## src/rtl/ysyx_22041207_ifu.sv

```systemverilog
// ysyx_22041207_ifu -- instruction fetch unit.
//
// This unit fetches one 32-bit instruction at a time and keeps at most one
// memory request outstanding. Accepted responses go into a small FIFO
// instruction buffer that feeds decode. A redirect from execute flushes the
// buffer and restarts fetch at a word-aligned target. A response to a request
// that was issued before the redirect is dropped when it arrives.
//
// Parameters
//   XLEN     PC / address width
//   RESET_PC first fetch address after reset (truncated to XLEN bits)
//   MEM_W    memory response width, 32 or 64
//   DEPTH    instruction buffer entries (power of 2, >= 2)
//
// Ports
//   clk, rst                         clock, synchronous active-high reset
//   redirect_valid, redirect_pc      control-flow change from execute
//   mem_req_valid/addr/ready         fetch request handshake
//   mem_rsp_valid, mem_rsp_data      fetch response (always accepted)
//   inst_valid, inst, inst_pc        buffer head presented to decode
//   inst_ready                       decode accepts the head
module ysyx_22041207_ifu #(
  parameter int          XLEN     = 64,
  parameter logic [63:0] RESET_PC = 64'h8000_0000,
  parameter int          MEM_W    = 64,
  parameter int          DEPTH    = 2
) (
  input  logic             clk,
  input  logic             rst,
  input  logic             redirect_valid,
  input  logic [XLEN-1:0]  redirect_pc,
  output logic             mem_req_valid,
  output logic [XLEN-1:0]  mem_req_addr,
  input  logic             mem_req_ready,
  input  logic             mem_rsp_valid,
  input  logic [MEM_W-1:0] mem_rsp_data,
  output logic             inst_valid,
  output logic [31:0]      inst,
  output logic [XLEN-1:0]  inst_pc,
  input  logic             inst_ready
);

  localparam int                PTR_W       = $clog2(DEPTH);
  localparam logic [PTR_W:0]    LP_DEPTH    = (PTR_W+1)'(DEPTH);
  localparam logic [XLEN-1:0]   LP_RESET_PC = RESET_PC[XLEN-1:0];

  typedef enum logic [1:0] {
    S_IDLE = 2'd0,
    S_REQ  = 2'd1,
    S_WAIT = 2'd2,
    S_DROP = 2'd3
  } state_t;

  state_t             r_state;
  state_t             w_state_nxt;
  logic [XLEN-1:0]    r_fetch_pc;
  logic [XLEN-1:0]    r_req_pc;
  logic [PTR_W-1:0]   r_wptr;
  logic [PTR_W-1:0]   r_rptr;
  logic [PTR_W:0]     r_count;
  logic [PTR_W:0]     w_count_nxt;
  logic [31:0]        r_buf_inst [DEPTH];
  logic [XLEN-1:0]    r_buf_pc   [DEPTH];

  logic               w_req_fire;
  logic               w_wr;
  logic               w_rd;
  logic [31:0]        w_rsp_inst;
  logic [XLEN-1:0]    w_redirect_tgt;
  logic               w_unused;

  // The low two bits of the redirect target are forced to zero.
  assign w_redirect_tgt = {redirect_pc[XLEN-1:2], 2'b00};
  assign w_unused       = ^redirect_pc[1:0];

  // Reset masks every output so nothing leaks out while rst is held.
  assign mem_req_valid = !rst && (r_state == S_REQ);
  assign mem_req_addr  = rst ? '0 : r_fetch_pc;
  assign inst_valid    = !rst && (r_count != '0);
  assign inst          = rst ? '0 : r_buf_inst[r_rptr];
  assign inst_pc       = rst ? '0 : r_buf_pc[r_rptr];

  assign w_req_fire = mem_req_valid && mem_req_ready;
  assign w_rd       = inst_valid && inst_ready;
  // Only a response in WAIT belongs to a live request. Responses seen in any
  // other state (DROP, or a leftover from before a reset) are ignored.
  assign w_wr       = !rst && (r_state == S_WAIT) && mem_rsp_valid && !redirect_valid;

  assign w_count_nxt = r_count + (PTR_W+1)'(w_wr) - (PTR_W+1)'(w_rd);

  generate
    if (MEM_W == 64) begin : g_rsp64
      // Bit 2 of the request address selects the half of the doubleword.
      assign w_rsp_inst = r_req_pc[2] ? mem_rsp_data[MEM_W-1:32] : mem_rsp_data[31:0];
    end else begin : g_rsp32
      assign w_rsp_inst = mem_rsp_data[31:0];
    end
  endgenerate

  // ---- fetch FSM: next state ----
  always_comb begin
    w_state_nxt = r_state;
    unique case (r_state)
      S_IDLE: begin
        if (redirect_valid || (r_count < LP_DEPTH)) w_state_nxt = S_REQ;
      end
      S_REQ: begin
        if (w_req_fire) w_state_nxt = redirect_valid ? S_DROP : S_WAIT;
      end
      S_WAIT: begin
        if (mem_rsp_valid) begin
          if (redirect_valid)                w_state_nxt = S_REQ;
          else if (w_count_nxt < LP_DEPTH)   w_state_nxt = S_REQ;
          else                               w_state_nxt = S_IDLE;
        end else if (redirect_valid) begin
          w_state_nxt = S_DROP;
        end
      end
      S_DROP: begin
        if (mem_rsp_valid) w_state_nxt = S_REQ;
      end
      default: w_state_nxt = S_IDLE;
    endcase
  end

  // ---- control registers: state, fetch PC, buffer pointers ----
  always_ff @(posedge clk) begin
    if (rst) begin
      r_state    <= S_IDLE;
      r_fetch_pc <= LP_RESET_PC;
      r_wptr     <= '0;
      r_rptr     <= '0;
      r_count    <= '0;
    end else begin
      r_state <= w_state_nxt;
      // A redirect wins over the sequential increment.
      if (redirect_valid)  r_fetch_pc <= w_redirect_tgt;
      else if (w_req_fire) r_fetch_pc <= r_fetch_pc + XLEN'(4);
      if (redirect_valid) begin
        r_wptr  <= '0;
        r_rptr  <= '0;
        r_count <= '0;
      end else begin
        if (w_wr) r_wptr <= r_wptr + 1'b1;
        if (w_rd) r_rptr <= r_rptr + 1'b1;
        r_count <= w_count_nxt;
      end
    end
  end

  // ---- data registers: request PC and buffer contents ----
  always_ff @(posedge clk) begin
    if (w_req_fire) r_req_pc <= r_fetch_pc;
    if (w_wr) begin
      r_buf_inst[r_wptr] <= w_rsp_inst;
      r_buf_pc[r_wptr]   <= r_req_pc;
    end
  end

endmodule
```

## config.mk

```make
export PLATFORM = sky130hd
export DESIGN_NAME = ysyx_22041207_ifu
export DESIGN_NICKNAME = d
export VERILOG_FILES = /design/src/rtl/ysyx_22041207_ifu.sv
export SDC_FILE = /design/constraint.sdc
export NUM_CORES = 1
export LEC_CHECK = 0
export ABC_AREA = 1
export CAP_MARGIN = 20
export CORE_UTILIZATION = 47
export DETAILED_ROUTE_END_ITERATION = 16
export GPL_TIMING_DRIVEN = 0
export PLACE_DENSITY = 0.76
export SKIP_CTS_REPAIR_TIMING = 1
export SYNTH_ARGS = -nofsm -noshare
export SYNTH_HDL_FRONTEND = slang
export SYNTH_SLANG_ARGS = --single-unit
```

## constraint.sdc

```tcl
create_clock -name clk -period 5.9 [get_ports clk]
set_input_delay 1.18 -clock clk [delete_from_list [all_inputs] [get_ports clk]]
set_output_delay 1.18 -clock clk [all_outputs]
set_load 0.005 [all_outputs]
```

==> reports/metrics.csv, run 1 <==
metric;value;unit
placedCellCount;2251;
synth_top_family_by_area;simple AND/OR/NAND/NOR gates;
ys_types;37;
path_delay_family;buffers and inverters;
die_y;178;um
synth_fa_ha_area_frac;0.00603;
slowest_stage;clkdlybuf4s50_1;
met1_usage;0.363;
synth-edff-count;250;
maxCapViolCount;0;
vdd_drop_max;0.151;mV
routed_via_density;5.26;
setup_tns;0;ns
drc;0;
grt_usage;0.276;
final_common_cell;nor2_1;
synth-simple-area-share;0.211;
met2_usage;0.462;
hold_path_class;reg -> reg;
first_global_vias;11700;
worstPathMaxFanout;10;
end_kind;output port;
yosysSeqAreaShare;0.612;
die_w;178;um
num_rows;64;
finalMaxSlewViolations;0;
gp_congestion;0.931;
rsz0062_at_grt;no;
skew;0.0144;ns
antennaDiodeCount;0;
grt_overflow_total;0;
cts_buffers;34;
ant_nets;0;
fmaxAchievable;193;MHz
final_cell_mix;nor2_1 (367), clkdlybuf4s50_1 (289), nand2_1 (285);
crit_start;rst;
port_buffers;289;
grt_max_degree;68;
io_pins;296;
cp.buffers_inverters;6;
htree_levels;2;
fin_cells;2311;
period_needed;5.19;ns
met3_usage;0.0456;
p_leak;6.89;nW
yosys_warnings;0;
cts_tree;built;
vias;12200;
fin_crit_sh;0.880;
synthMuxAreaShare;0.0248;
nets;2032;
timing.rr.start;r_state[1];
place_hpwl;32.6;mm
cp.arrival;4.01;ns
die_area;31600;um2
num-fill-cells;2513;
drt_first_pass_iters;7;
ctsRootBufferMaster;clkbuf_16;
synthArstFlopShare;0;
drt_wl_total;43.8;mm
cp_cell_sequence;clkdlybuf4s50_1, clkbuf_1, inv_1, buf_2, clkbuf_1, o21ai_0, nor2_1, clkdlybuf4s50_1;
avgRoutedWirePerCell;18.9;um
synth-compound-area-share;0.0765;
drtIter0Drc;1009;
top_usage_layer;met2;
setup_viol;0;
powerDensity;269;nW/um2
grt_pass1_wl;65.4;mm
synthCells;1557;
syn-cell-area;14500;um2
clkLatencyLatePin;0.52;ns
status;complete, no violations;
setup.worst_path.start_class;input pin;
ys.flop_type;edfxtp_1;
cts_sinks;319;
grt_antenna_before_repair;0;
drive_gt1_frac;0.0721;
floorplan.initialDensity;0.476;
cp_slowest_stage_delay;0.55;ns
worst_pin_slew;0.951;ns
regToRegSetupSlack;3.16;ns
ctsLongestPathBuffers;3;
coreArea;30500;um2
synth.avg_cell_area;9.34;um2
hold_start;r_req_pc[8];
final_hold_viol_count;0;
crit_type;in -> out;
cp.required;4.72;ns
synth_xor_area_frac;0.0145;
clkTransAtPathRegs;0.06;ns
relSlewSlack;0.366;
area_growth_syn_to_layout;31.5;%
ys_ff_latch;319;
cells by family (layout without fill, tap and decap cells):
| family | after synthesis | in the layout |
|---|---|---|
| compound gates | 215 | 215 |
| xor+xnor | 24 | 24 |
| buf+inv | 203 | 558 |
| flops | 319 | 319 |
| mux | 32 | 32 |
| other cells | 1 | 4 |
| simple gates | 756 | 756 |
| fa+ha+maj | 7 | 7 |
per-layer routing:
| layer | wire length, um | share of wire |
|---|---|---|
| met1 | 17700 | 0.40 |
| met2 | 20900 | 0.48 |
| met3 | 3930 | 0.090 |
| met4 | 1220 | 0.028 |
| met5 | 0 | 0 |
per-stage QoR:
step	util	setup WS (ns)	cell area [um2]	power [mW]	hold WS (ns)
floorplan	-	1.32	14600	2.87	0.421
global placement	0.588	-0.863	17900	3.15	0.424
detailed placement	0.592	0.746	18100	3.17	0.434
CTS	0.627	0.728	19100	5.15	0.435
global route	0.627	0.571	19100	5.30	0.449
finish	0.627	0.706	19100	5.14	0.443
worst paths after layout:
check / end / cells after the start
setup / recovery: inst_pc[30] / 8
hold / removal: r_buf_pc[0][8] / 0
setup reg to reg: r_fetch_pc[58] / 13
hold reg to reg: r_buf_pc[0][8] / 0
registers in the layout (all words and copies together), names as in the netlist, named ones only:
signal and flops:
r_buf_inst 64, r_buf_pc 124, r_count 2, r_fetch_pc 62, r_req_pc 62, r_rptr 1
r_state 2, r_wptr 1
cell type report:
class	count	area (um2)	area share
tap	396	495	0.0259
clock buffer	45	923	0.0483
sequential	319	8890	0.465
clock inverter	15	125	0.00654
multi-input combinational	1038	4870	0.255
inverter	135	509	0.0266
buffer	68	293	0.0153
timing repair buffer	295	3010	0.158
where the power goes:
group,switching [mW],internal [mW]
logic,0.286,0.241
registers,0.0739,2.53
clock network,0.850,1.15
synthesized netlist by cell type, types with 2 or more instances:
cell type | count | area [um2]
buf_4 | 4 | 30.0
ha_1 | 7 | 87.6
buf_2 | 18 | 90.1
a31oi_1 | 19 | 119
buf_1 | 6 | 22.5
and2_1 | 3 | 18.8
o21ai_1 | 9 | 45.0
clkinv_1 | 2 | 7.51
nor2_1 | 369 | 1390
nand2_2 | 6 | 37.5
o21ai_0 | 143 | 716
nand3_2 | 2 | 20.0
nor3_1 | 3 | 15.0
inv_2 | 4 | 15.0
xor2_1 | 23 | 201
edfxtp_1 | 250 | 7510
nor2_4 | 4 | 45.0
dfxtp_1 | 69 | 1380
nor3b_1 | 2 | 15.0
mux2_2 | 32 | 360
nor2_2 | 10 | 62.6
nand4_1 | 7 | 43.8
inv_1 | 129 | 484
nand3_1 | 61 | 305
a21oi_1 | 40 | 200
nand2_1 | 285 | 1070
clkbuf_1 | 40 | 150
No activity file was read; power rests on OpenSTA's default activity.
==> run 2, diff against run 1 <==
CAP_MARGIN = unset   (was 20)
==> run 2 against run 1 <==
Effect of this change:
- worst setup slack lost 0.0086 ns
- critical path type unchanged
- cell area rose by 0.28%
- power increased by 1.0%
==> reports/metrics.csv, run 2 (same netlist as run 1, synthesis figures left out) <==
metric;value;unit
port_buffers;289;
area_growth_syn_to_layout;31.9;%
drive_gt1_frac;0.0746;
hold_path_class;reg -> reg;
rsz0062_at_grt;no;
dp_worst_setup_slack;0.734;ns
io_pins;296;
die_y;178;um
crit_type;in -> out;
cp_cell_sequence;clkdlybuf4s50_1, clkbuf_1, clkbuf_1, buf_2, nor2_1, clkdlybuf4s50_1;
setup.worst_path.start_class;input pin;
grt_pass1_wl;65.3;mm
coreArea;30500;um2
routed_via_density;5.27;
htree_levels;2;
fin_crit_sh;0.882;
cts_buffers;34;
path_delay_family;buffers and inverters;
clkPwrFrac;0.396;
place_hpwl;32.6;mm
maxCapViolCount;0;
finalMaxSlewViolations;0;
floorplan.initialDensity;0.476;
drtIter0Drc;1171;
avgRoutedWirePerCell;18.9;um
clkTransAtPathRegs;0.06;ns
ant_nets;0;
period_needed;5.20;ns
final_hold_viol_count;0;
die_area;31600;um2
seqPwrFrac;0.502;
ctsRootBufferMaster;clkbuf_16;
largest_reg_flops;124;
final_common_cell;nor2_1;
grt_max_degree;68;
status;complete, no violations;
relSlewSlack;0.378;
cp_slowest_stage_delay;0.70;ns
nets;2032;
postPlaceCellArea;18100;um2
cp.buffers_inverters;5;
drc;0;
first_global_vias;11700;
ctsLongestPathBuffers;3;
vdd_drop_max;0.160;mV
die_w;178;um
grt_antenna_before_repair;0;
skew;0.0126;ns
end_kind;output port;
fmaxAchievable;192;MHz
top_regs;r_buf_pc x124, r_buf_inst x64;
grt_overflow_total;0;
drt_wl_total;43.7;mm
worstPathMaxFanout;10;
regMostFlops;r_buf_pc;
antennaDiodeCount;0;
powerDensity;271;nW/um2
cts_sinks;319;
vias;12200;
grt_usage;0.274;
final_cell_mix;nor2_1 (367), clkdlybuf4s50_1 (289), nand2_1 (285);
switching_share;0.233;
num_rows;64;
slowest_stage;clkbuf_1;
fin_area;19200;um2
final.setup.worst_slack;0.697;ns
drt_first_pass_iters;6;
worst_pin_slew;0.933;ns
power.internal;3.98;mW
gp_congestion;0.931;
setup_viol;0;
cp.required;4.72;ns
p_sw;1.21;mW
clkLatencyLatePin;0.51;ns
cp.arrival;4.02;ns
cts_tree;built;
p_leak;6.92;nW
comb_power_share;0.102;
==> run 2: changes by cell type in the layout (fill, tap and decap cells not counted) <==
| cell | before | now |
|---|---|---|
| clkbuf_1 | 49 | 46 |
| clkbuf_8 | 1 | 5 |
| clkinv_4 | 1 | 2 |
==> run 2: cell type report <==
cell class	count	area [um2]
buffer	68	293
tap	396	495
clock inverter	16	134
inverter	135	509
fill	2494	11300
sequential	319	8890
clock buffer	46	967
multi-input combinational	1038	4870
timing repair buffer	295	3010
==> run 2: per-layer routing <==
layer | track usage | routed length [um] | vias to the layer above
met1 | 0.363 | 17900 | 5739
met2 | 0.464 | 21000 | 577
li1 | - | - | 5804
met4 | 0.0865 | 1070 | 0
met3 | 0.0409 | 3770 | 63
met5 | 0 | 0 | -
==> run 2: power groups by stage <==
stage               Sequential [mW]  Combinational, mW  Clock [mW]
detailed placement             2.65              0.523           0
finish                         2.61              0.527        2.05
global placement               2.65              0.505           0
CTS                            2.60              0.526        2.08
floorplan                      2.62              0.248           0
global route                   2.61              0.572        2.17
==> run 2: final timing paths <==
kind / slack, ns / cells past startpoint / end / startpoint
max: 0.70 / 6 / mem_req_addr[26] / rst
min: 0.43 / 0 / r_buf_pc[0][8] / r_req_pc[8]
min reg2reg: 0.43 / 0 / r_buf_pc[0][8] / r_req_pc[8]
max reg2reg: 3.22 / 13 / r_fetch_pc[58] / r_state[1]
==> run 2: per-stage QoR <==
step | std cells | setup TNS [ns] | power [mW] | hold slack (ns) | util
2_1_floorplan | 1560 | 0 | 2.87 | 0.421 | -
3_3_place_gp | 2245 | -157.66 | 3.15 | 0.424 | 0.588
3_5_place_dp | 2251 | 0 | 3.17 | 0.434 | 0.592
4_1_cts | 2313 | 0 | 5.21 | 0.432 | 0.628
5_1_grt | 2313 | 0 | 5.35 | 0.449 | 0.628
6_report | 2313 | 0 | 5.19 | 0.434 | 0.628
==> run 3, diff against run 2 <==
GPL_TIMING_DRIVEN = 1   (was 0)
==> run 3 against run 2 <==
Effect of this change:
- worst setup slack better by 0.90 ns
- register-to-register slack worse by 0.16 ns
- critical path depth stayed put
- via count is 2.7% lower
- power is 2.8% higher
- global-route usage is 2.2 points lower
- sequential power hardly changed
- flip-flop and latch count stayed put
- maximum frequency is 21% higher
- routed wire length is 7.2% lower
- non-clock buffer count is 61 lower
- cell area is 1.2% lower
==> reports/metrics.csv, run 3 (same netlist as run 1, synthesis figures left out) <==
metric;value;unit
cts_sinks;319;
timing.rr.start;r_state[1];
final_common_cell;nor2_1;
powerDensity;281;nW/um2
final_hold_viol_count;0;
cp.arrival;3.12;ns
drt_first_pass_iters;7;
grt_usage;0.252;
status;complete, no violations;
grt_antenna_before_repair;0;
cts_tree;built;
die_y;178;um
num-fill-cells;2465;
grt_pass1_wl;60.9;mm
p_total;5.33;mW
die_area;31600;um2
nets;1971;
die_w;178;um
num_rows;64;
vdd_drop_max;0.172;mV
skew;0.0221;ns
rsz0062_at_grt;no;
p_leak;6.83;nW
crit_start;rst;
avgRoutedWirePerCell;18.0;um
cp.required;4.72;ns
final_core_utilization;0.621;
crit_type;in -> out;
setup.worst_path.start_class;input pin;
setup_viol;0;
end_kind;output port;
ant_nets;0;
hold_start;r_req_pc[11];
routed_via_density;5.27;
cp_slowest_stage_delay;0.56;ns
setup_tns;0;ns
final_cell_mix;nor2_1 (367), clkdlybuf4s50_1 (287), nand2_1 (285);
regMostFlops;r_buf_pc;
cp_common_cell;buf_4;
largest_reg_flops;124;
grt_max_degree;95;
coreArea;30500;um2
place_hpwl;28.1;mm
gp_congestion;0.925;
floorplan.initialDensity;0.476;
drc;0;
cts_buffers;34;
fmaxAchievable;233;MHz
top_regs;r_buf_pc x124, r_buf_inst x64;
dp_worst_setup_slack;1.57;ns
slowest_stage;clkdlybuf4s50_1;
antennaDiodeCount;0;
drtIter0Drc;1165;
multiInputGateArea;4880;um2
period_needed;4.30;ns
io_pins;296;
ctsRootBufferMaster;clkbuf_16;
maxCapViolCount;0;
area_growth_syn_to_layout;30.4;%
finalMaxSlewViolations;0;
drt_wl_total;40.5;mm
grt_overflow_total;0;
regArea;8890;um2
htree_levels;2;
cp_cell_sequence;buf_4, inv_2, buf_4, o21ai_0, nor2_1, clkdlybuf4s50_1;
clkLatencyLatePin;0.51;ns
port_buffers;289;
fin_crit_sh;0.729;
vias;11900;
hold_path_class;reg -> reg;
clkTransAtPathRegs;0.05;ns
relSlewSlack;0.362;
first_global_vias;11300;
worst_pin_slew;0.957;ns
drive_gt1_frac;0.0744;
worstPathMaxFanout;70;
ctsLongestPathBuffers;3;
final.setup.worst_slack;1.60;ns
==> run 3: cell count changes in the layout (fill, tap and decap cells not counted), moves of 3 or more <==
cell       delta
buf_1         -6
buf_12        -5
buf_2        -17
buf_4         +9
bufinv_16     +4
clkbuf_1     -41
clkbuf_8      -3
clkinv_1      -5
inv_2         +3
==> run 3: layout make-up <==
| type | count | share of cell area |
|---|---|---|
| clock buffer | 43 | 0.0500 |
| clock inverter | 18 | 0.0124 |
| inverter | 135 | 0.0267 |
| multi-input combinational | 1038 | 0.257 |
| sequential | 319 | 0.469 |
| tap | 396 | 0.0261 |
| timing repair buffer | 302 | 0.158 |
==> run 3: final timing paths <==
kind                endpoint  slack [ns]  depth (start not counted)
min          r_buf_pc[1][11]        0.45                          0
max reg2reg    r_fetch_pc[7]        3.06                          9
min reg2reg  r_buf_pc[1][11]        0.45                          0
max              inst_pc[30]        1.60                          6
==> run 3: where the power goes <==
| part | internal, mW | leakage (nW) | total (mW) | switching (mW) |
|---|---|---|---|---|
| combinational | 0.232 | 3.41 | 0.501 | 0.269 |
| clock | 1.37 | 0.586 | 2.23 | 0.860 |
| sequential | 2.53 | 2.84 | 2.60 | 0.0730 |
==> run 3: worst max-delay path, delay by kind of cell <==
family | cells | cell delay (ns)
buffers and inverters | 4 | 1.43
AO/OA/AOI/OAI | 1 | 0.18
AND/OR/NAND/NOR | 1 | 0.29
==> run 3: through the flow <==
stage	instance area (um2)	hold slack [ns]	std cells
final	18900	0.446	2251
after global routing	18900	0.449	2251
after CTS	18900	0.446	2251
after detailed placement	17800	0.431	2190
after global placement	17800	0.424	2190
after floorplan	14600	0.421	1560
==> run 3: layer usage <==
metal | vias to the layer above | wire, um | GRT usage
li1 | 5685 | - | -
met1 | 5583 | 17000 | 0.334
met2 | 510 | 19200 | 0.422
met3 | 74 | 3290 | 0.0443
met4 | 0 | 1010 | 0.0737
met5 | - | 0 | 0
